File: config.mk
export PLATFORM = sky130hd
export DESIGN_NAME = multicycle_control
export DESIGN_NICKNAME = d
export VERILOG_FILES = /design/src/rtl/multicycle_control.sv
export SDC_FILE = /design/constraint.sdc
export NUM_CORES = 1
export LEC_CHECK = 0
export BUFFER_PORTS_ARGS = -buffer_cell sky130_fd_sc_hd__buf_2
export CAP_MARGIN = 10
export CORE_UTILIZATION = 57
export DETAILED_ROUTE_END_ITERATION = 8
export PLACE_DENSITY = 0.88
export SLEW_MARGIN = 20
export SYNTH_ARGS = -nofsm -noshare
export SYNTH_HDL_FRONTEND = slang
export SYNTH_SLANG_ARGS = --single-unit
File: constraint.sdc
create_clock -name clk -period 4.9 [get_ports clk]
set_clock_uncertainty 0.15 [all_clocks]
set_input_delay 0.735 -clock clk [delete_from_list [all_inputs] [get_ports clk]]
set_output_delay 0.735 -clock clk [all_outputs]
set_load 0.05 [all_outputs]
File: src/rtl/multicycle_control.sv
// Multicycle MIPS-style control unit.
//
// Moore FSM that sequences FETCH/DECODE/execute/writeback for R, lw, sw, beq, j, jal, addi
// and subi. It bounds every memory wait with a timeout that falls into an absorbing TRAP
// state. IRWrite and PCWrite in FETCH are the only outputs that depend on an input
// (mem_ready). All other outputs decode the current state only.
//
// Ports:
//   clk, reset        rising-edge clock, asynchronous active-high reset
//   opcode            instruction opcode, sampled and latched in DECODE
//   mem_ready         memory done strobe for the pending read/write
//   PCWrite .. ALUOp  datapath strobes and mux selects
//   state             current state encoding (debug)
//   trap              sticky fault flag, registered on entry to TRAP
module multicycle_control #(
  parameter int unsigned          OPCODE_W    = 6,
  parameter int unsigned          ALUOP_W     = 3,
  parameter logic [OPCODE_W-1:0]  SUBI_OP     = OPCODE_W'(6'h09),
  parameter int unsigned          MEM_TIMEOUT = 15
) (
  input  logic                clk,
  input  logic                reset,
  input  logic [OPCODE_W-1:0] opcode,
  input  logic                mem_ready,
  output logic                PCWrite,
  output logic                PCWriteCond,
  output logic                IorD,
  output logic                MemRead,
  output logic                MemWrite,
  output logic                IRWrite,
  output logic                RegWrite,
  output logic                ALUSrcA,
  output logic [1:0]          RegDst,
  output logic [1:0]          MemToReg,
  output logic [1:0]          ALUSrcB,
  output logic [1:0]          PCSource,
  output logic [ALUOP_W-1:0]  ALUOp,
  output logic [3:0]          state,
  output logic                trap
);

  localparam int unsigned CNT_W = (MEM_TIMEOUT < 1) ? 1 : $clog2(MEM_TIMEOUT + 1);

  localparam logic [OPCODE_W-1:0] OP_R    = OPCODE_W'(6'h00);
  localparam logic [OPCODE_W-1:0] OP_LW   = OPCODE_W'(6'h23);
  localparam logic [OPCODE_W-1:0] OP_SW   = OPCODE_W'(6'h2B);
  localparam logic [OPCODE_W-1:0] OP_BEQ  = OPCODE_W'(6'h04);
  localparam logic [OPCODE_W-1:0] OP_J    = OPCODE_W'(6'h02);
  localparam logic [OPCODE_W-1:0] OP_JAL  = OPCODE_W'(6'h03);
  localparam logic [OPCODE_W-1:0] OP_ADDI = OPCODE_W'(6'h08);

  typedef enum logic [3:0] {
    StFetch  = 4'd0,
    StDecode = 4'd1,
    StMemAdr = 4'd2,
    StMemRd  = 4'd3,
    StMemWb  = 4'd4,
    StMemWr  = 4'd5,
    StRExec  = 4'd6,
    StRWb    = 4'd7,
    StIExec  = 4'd8,
    StIWb    = 4'd9,
    StBranch = 4'd10,
    StJump   = 4'd11,
    StJal    = 4'd12,
    StTrap   = 4'd13
  } state_e;

  state_e              state_q, state_d;
  logic [CNT_W-1:0]    cnt_q, cnt_d;
  logic [OPCODE_W-1:0] op_q, op_d;
  logic                trap_q;
  logic                mem_wait;
  logic                timeout;

  // States that wait on mem_ready and are therefore guarded by the timeout.
  assign mem_wait = (state_q == StFetch) || (state_q == StMemRd) || (state_q == StMemWr);
  assign timeout  = mem_wait && !mem_ready && (cnt_q == CNT_W'(MEM_TIMEOUT));

  // Next state, latched opcode and wait counter.
  always_comb begin
    state_d = state_q;
    op_d    = op_q;
    cnt_d   = cnt_q;

    unique case (state_q)
      StFetch: begin
        if (mem_ready)    state_d = StDecode;
        else if (timeout) state_d = StTrap;
      end
      StDecode: begin
        op_d = opcode;
        case (opcode)
          OP_LW, OP_SW:     state_d = StMemAdr;
          OP_R:             state_d = StRExec;
          OP_ADDI, SUBI_OP: state_d = StIExec;
          OP_BEQ:           state_d = StBranch;
          OP_J:             state_d = StJump;
          OP_JAL:           state_d = StJal;
          default:          state_d = StTrap;
        endcase
      end
      StMemAdr: state_d = (op_q == OP_LW) ? StMemRd : StMemWr;
      StMemRd: begin
        if (mem_ready)    state_d = StMemWb;
        else if (timeout) state_d = StTrap;
      end
      StMemWr: begin
        if (mem_ready)    state_d = StFetch;
        else if (timeout) state_d = StTrap;
      end
      StMemWb:  state_d = StFetch;
      StRExec:  state_d = StRWb;
      StRWb:    state_d = StFetch;
      StIExec:  state_d = StIWb;
      StIWb:    state_d = StFetch;
      StBranch: state_d = StFetch;
      StJump:   state_d = StFetch;
      StJal:    state_d = StFetch;
      StTrap:   state_d = StTrap;
      default:  state_d = StTrap;
    endcase

    // Any state change clears the counter, which covers entry to every wait state.
    if (state_d != state_q)         cnt_d = '0;
    else if (mem_wait && !mem_ready) cnt_d = cnt_q + CNT_W'(1);
  end

  // Moore outputs; IRWrite/PCWrite in FETCH are gated by mem_ready and held low in reset.
  always_comb begin
    PCWrite     = 1'b0;
    PCWriteCond = 1'b0;
    IorD        = 1'b0;
    MemRead     = 1'b0;
    MemWrite    = 1'b0;
    IRWrite     = 1'b0;
    RegWrite    = 1'b0;
    ALUSrcA     = 1'b0;
    RegDst      = 2'd0;
    MemToReg    = 2'd0;
    ALUSrcB     = 2'd0;
    PCSource    = 2'd0;
    ALUOp       = ALUOP_W'(0);

    unique case (state_q)
      StFetch: begin
        MemRead = 1'b1;
        ALUSrcB = 2'd1;
        IRWrite = mem_ready && !reset;
        PCWrite = mem_ready && !reset;
      end
      StDecode: ALUSrcB = 2'd3;
      StMemAdr: begin
        ALUSrcA = 1'b1;
        ALUSrcB = 2'd2;
      end
      StMemRd: begin
        MemRead = 1'b1;
        IorD    = 1'b1;
      end
      StMemWb: begin
        RegWrite = 1'b1;
        MemToReg = 2'd1;
      end
      StMemWr: begin
        MemWrite = 1'b1;
        IorD     = 1'b1;
      end
      StRExec: begin
        ALUSrcA = 1'b1;
        ALUOp   = ALUOP_W'(4);
      end
      StRWb: begin
        RegWrite = 1'b1;
        RegDst   = 2'd1;
      end
      StIExec: begin
        ALUSrcA = 1'b1;
        ALUSrcB = 2'd2;
        ALUOp   = (op_q == SUBI_OP) ? ALUOP_W'(3) : ALUOP_W'(2);
      end
      StIWb: RegWrite = 1'b1;
      StBranch: begin
        ALUSrcA     = 1'b1;
        ALUOp       = ALUOP_W'(1);
        PCWriteCond = 1'b1;
        PCSource    = 2'd1;
      end
      StJump: begin
        PCWrite  = 1'b1;
        PCSource = 2'd2;
      end
      StJal: begin
        PCWrite  = 1'b1;
        PCSource = 2'd2;
        RegWrite = 1'b1;
        RegDst   = 2'd2;
        MemToReg = 2'd2;
      end
      StTrap:  ;
      default: ;
    endcase
  end

  always_ff @(posedge clk or posedge reset) begin
    if (reset) begin
      state_q <= StFetch;
      cnt_q   <= '0;
      op_q    <= '0;
      trap_q  <= 1'b0;
    end else begin
      state_q <= state_d;
      cnt_q   <= cnt_d;
      op_q    <= op_d;
      trap_q  <= trap_q | (state_d == StTrap);
    end
  end

  assign state = state_q;
  assign trap  = trap_q;

endmodule

==> summary.md <==
The capturing element type of the critical path was a primary output. The highest ir drop seen on vdd was 0.438 mV; the normalized max-slew margin was 38.6%. Final weighted congestion in routability-driven placement: 0.840. After the first detailed-routing iteration, the DRC count stood at 33. The worst path uses 64.1% of the clock period. Post-detailed-route DRC marker count: 0. The first detailed-routing pass ran for 4 iterations. The max-capacitance violation count was 0. Buffers inserted during clock tree synthesis total 3.

The time the worst path needs with I/O delays and setup came out at 3.14 ns. The power share of the clock group came out at 6.5%. Counting along the longest clock path gives a buffer depth of 2.

The number of inserted diodes came out at 0. The number of flops mapped to enable cells by yosys came out at 0. In the layout the commonest cells are 32 x buf_2, 15 x nor2_1, 15 x dfrtp_1, 10 x nor3_1. The tools report the fmax as 319 MHz. The global routing usage summed across all routing layers is 26.3%, and the internal power consumption is 0.000421 W. The floorplan step set the die width to 49.6 um.

After synthesis the cells add up to 0.00129 mm2. Along the worst path, the maximum fanout reaches 22. The number of different library cells used by synthesis comes to 55. Setup repair after global routing left no endpoint under its margin.

The count of boundary I/O pins came out at 33. Fill cells in the final layout number 177. The signal on the critical path passes through or2_0 -> nor3_1 -> and3_1 -> or2_1 -> buf_2. Net switching is 58.2% of the power. The tools report the initial antenna violation count as 0. Number of global-route vias before repair: 1155. In this run, synthesis produced a sequential element count of 15.

The initial core utilization came out at 63.4%. For the pin with the worst max-slew slack, the measured transition is 0.918 ns. The combinational group share of total power is 66.1%, and the first-pass GRT wire length is 5.01 mm. Sequential cell area fraction in the yosys report: 29.0%. The run gives 826 um2 as the combined area of the multi-input logic cells. The count of buffers added on input and output ports is 32. The fraction of final layout cells sized beyond drive strength 1 was 28.2%. Count of antenna-violating nets left after detailed routing: 0.

Dividing the detail-routed via count by the number of cells gives 6.24. Leaving out fill and tap cells, the most frequent cell in the layout is buf_2. For the overall power of the completed layout, the log shows 0.00101 W. The die covers 0.00246 mm2.

Dividing the detail-routed wire length by the instance count gives 14.8 um. The logs give 0 for the number of pins exceeding their max-slew limit in the final report and 70.3% for the final cell utilization of the core. The floorplan step defined a core boundary enclosing 0.00204 mm2. Per-instance average area after synthesis: 8.80 um2. Of all flip-flops after synthesis, the portion carrying an async set or reset was 100%.

The static leakage power is 0.614 nW, and the global route total overflow is 0. In this run the power spent charging and discharging nets is 0.000587 W. At the later pin of the worst-skew pair, clock insertion delay measures 0.27 ns. The worst setup path is of the reg -> out kind. The number of setup buffers added after CTS is 0. For the total number of H-tree levels, the log shows 1. For the maximum number of pins on one net before global-route repair, the log shows 26. After clock tree synthesis, the flow added hold-fix buffers numbering 0. Across all hold checks on the routed design, the worst slack comes to 0.331 ns. Among all flip-flop cells after synthesis, the most frequent one is dfrtp_1.

The run gives 2.25 mm as the HPWL reported at the end of detailed placement. The tools report the number of rows in the core area as 16. For the total via count after detailed routing, the log shows 1229. The count of nets after finishing is 181. STA puts the critical path data arrival time at 2.25 ns.

Aggregate negative setup slack: 0 ns. The worst setup path is launched from a register. Summed over all layers, the routed wires come to 2.91 mm. Once the clock tree was built, the resizer swapped 0 gates to a different size. The required time reported for the critical path endpoint came out at 4.01 ns. The area overhead of the layout relative to synthesis is 11.0%. Clock-pin slew was measured on the worst setup and hold paths at 0.08 ns.

The total area of sequential cells came out at 375 um2. The cell type with the largest total area after synthesis is dfrtp_1. The tools report the root buffer cell as clkbuf_4. For the number of warning messages in the yosys log, the log shows 0. TritonCTS built the clock tree. The die is 49.6 um tall.

The power density over the cells came out at 702 mW/mm2. The cell count after synthesis is 147, and the number of sinks on the clock net is 15. The portion of total power attributed to sequential cells is 27.4%. Among all stages on the critical path, the largest delay is contributed by dfrtp_1. On the worst path, the slowest cell contributes a delay of 0.83 ns. The number of nets in the synthesized netlist is 157.

In this run the worst hold path is classified as reg -> reg. Number of hold-slack violations in the final timing report: 0. The flow ran to the end, and the final reports show no timing, DRC or antenna violations. After synthesis, the largest area contributor takes up 29.0% of total cell area. Yosys attributes the largest share of cell area to dfrtp_1 29%, mux2_2 4.4%, nor2_1 4.4%. For the total setup violations reported at the end of the flow, the log shows 0.
[stage by stage]
step,setup WS [ns],cell area (um2),std cells
global route,1.58,1440,197
finish,1.76,1440,197
detailed placement,2.08,1410,193
global placement,2.15,1410,193
floorplan,1.09,1290,147
CTS,1.75,1440,197
[Yosys cell counts, types with 4 or more instances]
cell type	instances
buf_2	5
buf_4	4
dfrtp_1	15
inv_1	4
mux2_2	5
nand2_1	8
nand2b_1	8
nor2_1	15
nor3_1	10
nor3b_1	5
o21ai_0	5
o31ai_1	4
[cells by family after synthesis]
group                    share of synthesized area [%]
AO/OA/AOI/OAI                                     24.5
XOR/XNOR                                          4.16
adder cells (fa/ha/maj)                          0.967
buffers and inverters                             7.16
flip-flops                                        29.0
multiplexers                                      6.67
AND/OR/NAND/NOR                                   27.6
[metal layers]
layer  share of wire (%)  vias up  global-route usage, %  wire length [um]
met5                   0        -                      0                 0
met2                  48       58                   40.8              1400
li1                    -      599                      -                 -
met3                 4.7        6                   1.85               138
met4                 1.5        0                   12.4                44
met1                  46      566                   37.0              1330
[path summary, 6_finish.rpt]
check                           cells after the start      from       end  slack, ns
worst max register to register                      5  state[0]  cnt_q[2]       2.15
min in group asynchronous                           2     reset  state[2]       0.35
worst min-delay path                                1      trap      trap       0.33
max in group asynchronous                           2     reset   op_q[0]       3.89
worst min register to register                      1      trap      trap       0.33
worst max-delay path                                5  state[0]   PCWrite       1.76
[area by class of cell]
cell class | count | share of cell area [%]
inverters | 4 | 1.05
flip-flops and latches | 15 | 26.1
well taps | 27 | 2.35
repair buffers | 32 | 11.1
multi-input cells | 115 | 57.5
clock buffers | 4 | 1.83
[power by group through the flow]
stage	sequential, W	clock (W)	combinational, W
finish	0.000276	0.0000660	0.000667
floorplan	0.000262	0	0.000570
global placement	0.000272	0	0.000650
global route	0.000290	0.0000768	0.000710
CTS	0.000274	0.0000713	0.000667
detailed placement	0.000276	0	0.000664
[registers in the layout, summed over array words and instances, names as in the netlist]
signal and cells:
cnt_q 4, trap 1, op_q 6, state 4
[worst max-delay path, delay by kind of cell (launching register included)]
family / cells / cell delay, ns
simple gates: 4 / 0.93
flops: 1 / 0.83
buf+inv: 1 / 0.21
No activity file was read; power rests on OpenSTA's default activity.
